<file path="config.mk">
export PLATFORM = sky130hd
export DESIGN_NAME = idecode
export DESIGN_NICKNAME = d
export VERILOG_FILES = /design/src/rtl/mips_pkg.sv /design/src/rtl/idecode_regfile.sv /design/src/rtl/idecode.sv
export SDC_FILE = /design/constraint.sdc
export NUM_CORES = 2
export LEC_CHECK = 0
export ABC_AREA = 1
export CAP_MARGIN = 20
export CORE_MARGIN = 8
export CORE_UTILIZATION = 55
export CTS_CLUSTER_DIAMETER = 80
export DETAILED_ROUTE_END_ITERATION = 10
export PLACE_DENSITY = 0.7
export SYNTH_ARGS = -nofsm -noshare
export SYNTH_HDL_FRONTEND = slang
export SYNTH_HIERARCHICAL = 1
export SYNTH_SLANG_ARGS = --single-unit
</file>
<file path="constraint.sdc">
create_clock -name clk -period 3.8 [get_ports clk]
set_input_delay 1.14 -clock clk [delete_from_list [all_inputs] [get_ports clk]]
set_output_delay 1.14 -clock clk [all_outputs]
set_load 0.005 [all_outputs]
</file>
<file path="src/rtl/mips_pkg.sv">
// Shared MIPS pipeline definitions: opcodes, control-vector layout and main decode.
package mips_pkg;

    localparam logic [5:0] OP_RTYPE = 6'h00;
    localparam logic [5:0] OP_LW    = 6'h23;
    localparam logic [5:0] OP_SW    = 6'h2B;
    localparam logic [5:0] OP_BEQ   = 6'h04;

    localparam int WB_W = 2;
    localparam int M_W  = 3;
    localparam int EX_W = 4;

    localparam int WB_REGWRITE = 1;
    localparam int WB_MEMTOREG = 0;
    localparam int M_BRANCH    = 2;
    localparam int M_MEMREAD   = 1;
    localparam int M_MEMWRITE  = 0;
    localparam int EX_REGDST   = 3;
    localparam int EX_ALUOP_HI = 2;
    localparam int EX_ALUOP_LO = 1;
    localparam int EX_ALUSRC   = 0;

    typedef struct packed {
        logic [WB_W-1:0] wb;
        logic [M_W-1:0]  m;
        logic [EX_W-1:0] ex;
    } ctrl_t;

    // Unrecognised opcodes decode to an all-zero (NOP) control vector.
    function automatic ctrl_t main_decode(input logic [5:0] op);
        ctrl_t c;
        c = '0;
        case (op)
            OP_RTYPE: begin
                c.wb[WB_REGWRITE] = 1'b1;
                c.ex[EX_REGDST]   = 1'b1;
                c.ex[EX_ALUOP_HI] = 1'b1;
            end
            OP_LW: begin
                c.wb[WB_REGWRITE] = 1'b1;
                c.wb[WB_MEMTOREG] = 1'b1;
                c.m[M_MEMREAD]    = 1'b1;
                c.ex[EX_ALUSRC]   = 1'b1;
            end
            OP_SW: begin
                c.m[M_MEMWRITE]   = 1'b1;
                c.ex[EX_ALUSRC]   = 1'b1;
            end
            OP_BEQ: begin
                c.m[M_BRANCH]     = 1'b1;
                c.ex[EX_ALUOP_LO] = 1'b1;
            end
            default: c = '0;
        endcase
        return c;
    endfunction

endpackage

</file>
<file path="src/rtl/idecode_regfile.sv">
// 32x32 register file: two combinational read ports, one synchronous write port, r0 hardwired to 0.
// Optional same-cycle writeback bypass on the read ports: IDECODE_WB_BYPASS_EN.
module regfile #(
    parameter bit RF_RESET_CLEAR = 1'b1
) (
    input  logic        clk,
    input  logic        rst_n,
    input  logic [4:0]  raddr1_i,
    input  logic [4:0]  raddr2_i,
    output logic [31:0] rdata1_o,
    output logic [31:0] rdata2_o,
    input  logic        we_i,
    input  logic [4:0]  waddr_i,
    input  logic [31:0] wdata_i
);

    logic [31:0] regs_q [32];

    // Reset wins over writeback; entry 0 is never written and is masked on read.
    always_ff @(posedge clk) begin
        if (!rst_n) begin
            if (RF_RESET_CLEAR) begin
                for (int i = 0; i < 32; i++) begin
                    regs_q[i] <= '0;
                end
            end
        end else if (we_i && (waddr_i != 5'd0)) begin
            regs_q[waddr_i] <= wdata_i;
        end
    end

    function automatic logic [31:0] read_port(input logic [4:0] addr);
        logic [31:0] v;
        v = regs_q[addr];
`ifdef IDECODE_WB_BYPASS_EN
        if (we_i && (waddr_i == addr)) begin
            v = wdata_i;
        end
`endif
        if (addr == 5'd0) begin
            v = '0;
        end
        return v;
    endfunction

    assign rdata1_o = read_port(raddr1_i);
    assign rdata2_o = read_port(raddr2_i);

endmodule

</file>
<file path="src/rtl/idecode.sv">
// MIPS instruction-decode stage: register file, main control decode, sign extension and ID/EX latch.
// Optional feature macro: IDECODE_WB_BYPASS_EN (forwarded to the register file read ports).
module idecode
    import mips_pkg::*;
#(
    parameter bit RF_RESET_CLEAR = 1'b1
) (
    input  logic             clk,
    input  logic             rst_n,
    input  logic [31:0]      IF_ID_instr,
    input  logic [31:0]      IF_ID_npc,
    input  logic             EX_MEM_PCSrc,
    input  logic             MEM_WB_RegWrite,
    input  logic [4:0]       MEM_WB_WriteReg,
    input  logic [31:0]      MEM_WB_WriteData,
    output logic [WB_W-1:0]  ID_EX_wb,
    output logic [M_W-1:0]   ID_EX_m,
    output logic [EX_W-1:0]  ID_EX_ex,
    output logic [31:0]      ID_EX_npc,
    output logic [31:0]      ID_EX_readdat1,
    output logic [31:0]      ID_EX_readdat2,
    output logic [31:0]      ID_EX_sign_ext,
    output logic [4:0]       ID_EX_instr_2016,
    output logic [4:0]       ID_EX_instr_1511
);

    logic [31:0] rs_data, rt_data;

    regfile #(
        .RF_RESET_CLEAR(RF_RESET_CLEAR)
    ) u_regfile (
        .clk      (clk),
        .rst_n    (rst_n),
        .raddr1_i (IF_ID_instr[25:21]),
        .raddr2_i (IF_ID_instr[20:16]),
        .rdata1_o (rs_data),
        .rdata2_o (rt_data),
        .we_i     (MEM_WB_RegWrite),
        .waddr_i  (MEM_WB_WriteReg),
        .wdata_i  (MEM_WB_WriteData)
    );

    ctrl_t       ctrl_q, ctrl_d;
    logic [31:0] npc_q, npc_d;
    logic [31:0] rd1_q, rd1_d;
    logic [31:0] rd2_q, rd2_d;
    logic [31:0] sext_q, sext_d;
    logic [4:0]  rt_q, rt_d;
    logic [4:0]  rd_q, rd_d;

    // A taken branch squashes only the control bits; data fields pass through.
    always_comb begin
        ctrl_d = main_decode(IF_ID_instr[31:26]);
        if (EX_MEM_PCSrc) begin
            ctrl_d = '0;
        end
        npc_d  = IF_ID_npc;
        rd1_d  = rs_data;
        rd2_d  = rt_data;
        sext_d = {{16{IF_ID_instr[15]}}, IF_ID_instr[15:0]};
        rt_d   = IF_ID_instr[20:16];
        rd_d   = IF_ID_instr[15:11];
    end

    always_ff @(posedge clk) begin
        if (!rst_n) begin
            ctrl_q <= '0;
            npc_q  <= '0;
            rd1_q  <= '0;
            rd2_q  <= '0;
            sext_q <= '0;
            rt_q   <= '0;
            rd_q   <= '0;
        end else begin
            ctrl_q <= ctrl_d;
            npc_q  <= npc_d;
            rd1_q  <= rd1_d;
            rd2_q  <= rd2_d;
            sext_q <= sext_d;
            rt_q   <= rt_d;
            rd_q   <= rd_d;
        end
    end

    assign ID_EX_wb         = ctrl_q.wb;
    assign ID_EX_m          = ctrl_q.m;
    assign ID_EX_ex         = ctrl_q.ex;
    assign ID_EX_npc        = npc_q;
    assign ID_EX_readdat1   = rd1_q;
    assign ID_EX_readdat2   = rd2_q;
    assign ID_EX_sign_ext   = sext_q;
    assign ID_EX_instr_2016 = rt_q;
    assign ID_EX_instr_1511 = rd_q;

endmodule

</file>
==> flow_metrics.tcl <==
set metrics [dict create \
    grt_max_degree 136 \
    arrival_ns 2.04 \
    port_buffers 251 \
    vias 56300 \
    slew_violations 0 \
    synth-simple-area-share 0.3320 \
    core_area_um2 108900 \
    die-area_um2 120600 \
    crit_chain "clkdlybuf4s50_1" \
    synthCells 7680 \
    yosysTopAreaCellShare 0.5096 \
    cts_hold_buf 0 \
    cp_slowest_cell "dfxtp_1" \
    syn_area_um2 60340 \
    cts_setup_buffers 0 \
    synth_edf_count 1024 \
    synthArstFlopShare 0 \
    drc_errors 0 \
    fin_skew_ns 0.02628 \
    start_util 0.5543 \
    cts_tree "yes" \
    hold_class "input port to flop" \
    synth_compound_area_frac 0.04898 \
    leakage_nw 29.50 \
    clock_latency_ns 0.76 \
    synth.mux.area_fraction 0 \
    crit_path_max_incr_delay_ns 0.67 \
    ys_ff_latch 1147 \
    grt_usage 0.3493 \
    ant_nets 0 \
    ys.flop_type "edfxtp_1" \
    fmax_mhz 314.1 \
    gp_congestion 0.9411 \
    n_fill_cell 9058 \
    ys_warn_count 6 \
    dp_hpwl_um 131400 \
    maxSlewHeadroom 0.3279 \
    viasPerCell 6.109 \
    path_clk_slew_ns 0.06 \
    cp_max_fo 18 \
    crit_family "flip-flops" \
    worstSetupPathType "flop to output pin" \
    tightest_slew_ns 1.008 \
    p_per_area_nw_per_um2 455.3 \
    grt_overflow_total 0 \
    yosysSeqAreaShare 0.5504 \
    die_h_um 347.2 \
    ir_drop_v 0.0003488 \
    nets 7797 \
    synth_xor_area_frac 0 \
    final-hold-violation-count 0 \
    cts_root_buffer "clkbuf_16" \
    yosysMostFrequentCell "nand2_1" \
    synth_top_cell_by_area "edfxtp_1" \
    crit_buf_inv 1 \
    htreeDepth 4 \
    rows 121 \
    synth.area.top_cells "edfxtp_1 (51%), nand2_1 (14%), nor2_1 (11%)" \
    synth_top_family_by_area "simple AND/OR/NAND/NOR gates" \
    die_w_um 347.2 \
    finalSetupViolations 0 \
    totalWireLength_um 219200 \
    wl_per_cell_um 23.79 \
    status "finished clean" \
    period_minus_slack_ns 3.184 \
    grt_pass1_wl_um 324500 \
    clock_sinks 1147 \
    end_kind "output pin" \
    antenna_found_initial 3 \
    ioPinCount 252 \
    grt_pass1_vias 53630 \
    synth.avg_cell_area_um2 7.857 \
    ctsLongestPathBuffers 3 \
    drive_gt1_frac 0.06565 \
    finalSetupTns_ns 0 \
    required_ns 2.66 \
    synthAdderAreaFrac 0 \
    synth_cell_types 22 \
    drtIter0Drc 8594 \
    synthTopCellsByCount "nand2_1 (2214), nor2_1 (1796), edfxtp_1 (1024)" \
    utilization 0.6364 \
    post_cts_resized 0 \
    rsz0062_at_grt "no" \
    period_share 0.8378 \
    worst_setup_path_start_kind "flop" \
    cap_viol_max_count 0 \
    drt_first_pass_iters 7 \
    numCtsBuffers 130 \
    syn2layout_area_growth_pct 14.81 \
]
==> per-layer routing <==
layer / GRT usage / wire [µm] / vias up
met3: 0.06749 / 28050 / 844
met5: 0 / 13 / -
met2: 0.5413 / 98150 / 4451
met1: 0.4468 / 77410 / 26100
met4: 0.2306 / 15610 / 2
li1: - / - / 24910
==> worst paths after layout <==
path | to | slack, ns | startpoint | cells after the start
max | ID_EX_instr_1511[4] | 0.62 | ID_EX_sign_ext[15] | 1
max reg2reg | ID_EX_readdat2[4] | 1.76 | u_regfile/regs_q[6][4] | 10
min | ID_EX_instr_2016[3] | 0.67 | IF_ID_instr[19] | 3
min reg2reg | ID_EX_readdat1[25] | 0.91 | u_regfile/regs_q[11][25] | 8
==> area by class of cell <==
type,instances,area (µm²),share of cell area
inverter,283,1099,0.01586
tap,1414,1769,0.02554
clock inverter,70,541.8,0.007821
multi-input combinational,5616,23210,0.3350
timing repair buffer,514,5764,0.08321
clock buffer,169,3672,0.05301
antenna,3,7.507,0.0001084
sequential,1147,33210,0.4794
==> cell usage in the layout, fill, tap and decap left out, types with 3 or more instances in the layout <==
cell type and n:
nand2_1 2183, nor2_1 1794, edfxtp_1 1024, nand3_1 983, o21ai_0 396, inv_1 276
clkdlybuf4s50_1 240, buf_4 165, clkbuf_16 140, dfxtp_1 123, a21oi_1 121, buf_12 102
o21ai_1 39, nand2_2 32, conb_1 32, clkinv_2 29, clkbuf_1 23, o211ai_1 23
clkinv_1 20, nor3_1 9, inv_6 9, clkbuf_8 6, bufinv_16 5, buf_8 4
inv_8 4, diode_2 3, clkinvlp_4 3, clkinv_8 3
==> flip-flops by register name, summed over array words and instances, names as in the netlist <==
register          cells
u_regfile/regs_q   1024
ID_EX_npc            32
ID_EX_readdat1       32
ID_EX_readdat2       32
ID_EX_sign_ext       16
ID_EX_instr_2016      5
ID_EX_ex              3
ID_EX_wb              2
ID_EX_m               1
==> kinds of logic after synthesis <==
| group | Yosys count |
|---|---|
| and+or+nand+nor | 5005 |
| other | 1 |
| AOI/OAI and AO/OA | 579 |
| DFF | 1147 |
| buffers and inverters | 948 |
==> through the flow <==
step	instances	power, W	hold slack (ns)	setup slack [ns]	area (µm²)
global route	9214	0.03246	0.6752	0.4955	69270
finish	9216	0.03154	0.6682	0.6164	69270
CTS	9213	0.03148	0.6310	0.5415	69270
floorplan	7711	0.01729	0.7569	0.6395	60460
detailed placement	8974	0.01915	0.8850	0.1754	65050
global placement	8974	0.01906	0.8723	0.1262	65050
==> power breakdown <==
part           total (W)  leakage (nW)  switching (W)  internal, W
Sequential        0.0148          10.8       0.000356       0.0144
Combinational    0.00426          16.6        0.00290      0.00135
Clock             0.0125          2.08        0.00529      0.00720
Total             0.0315          29.5        0.00855       0.0230
(Power assumes the default switching activity.)
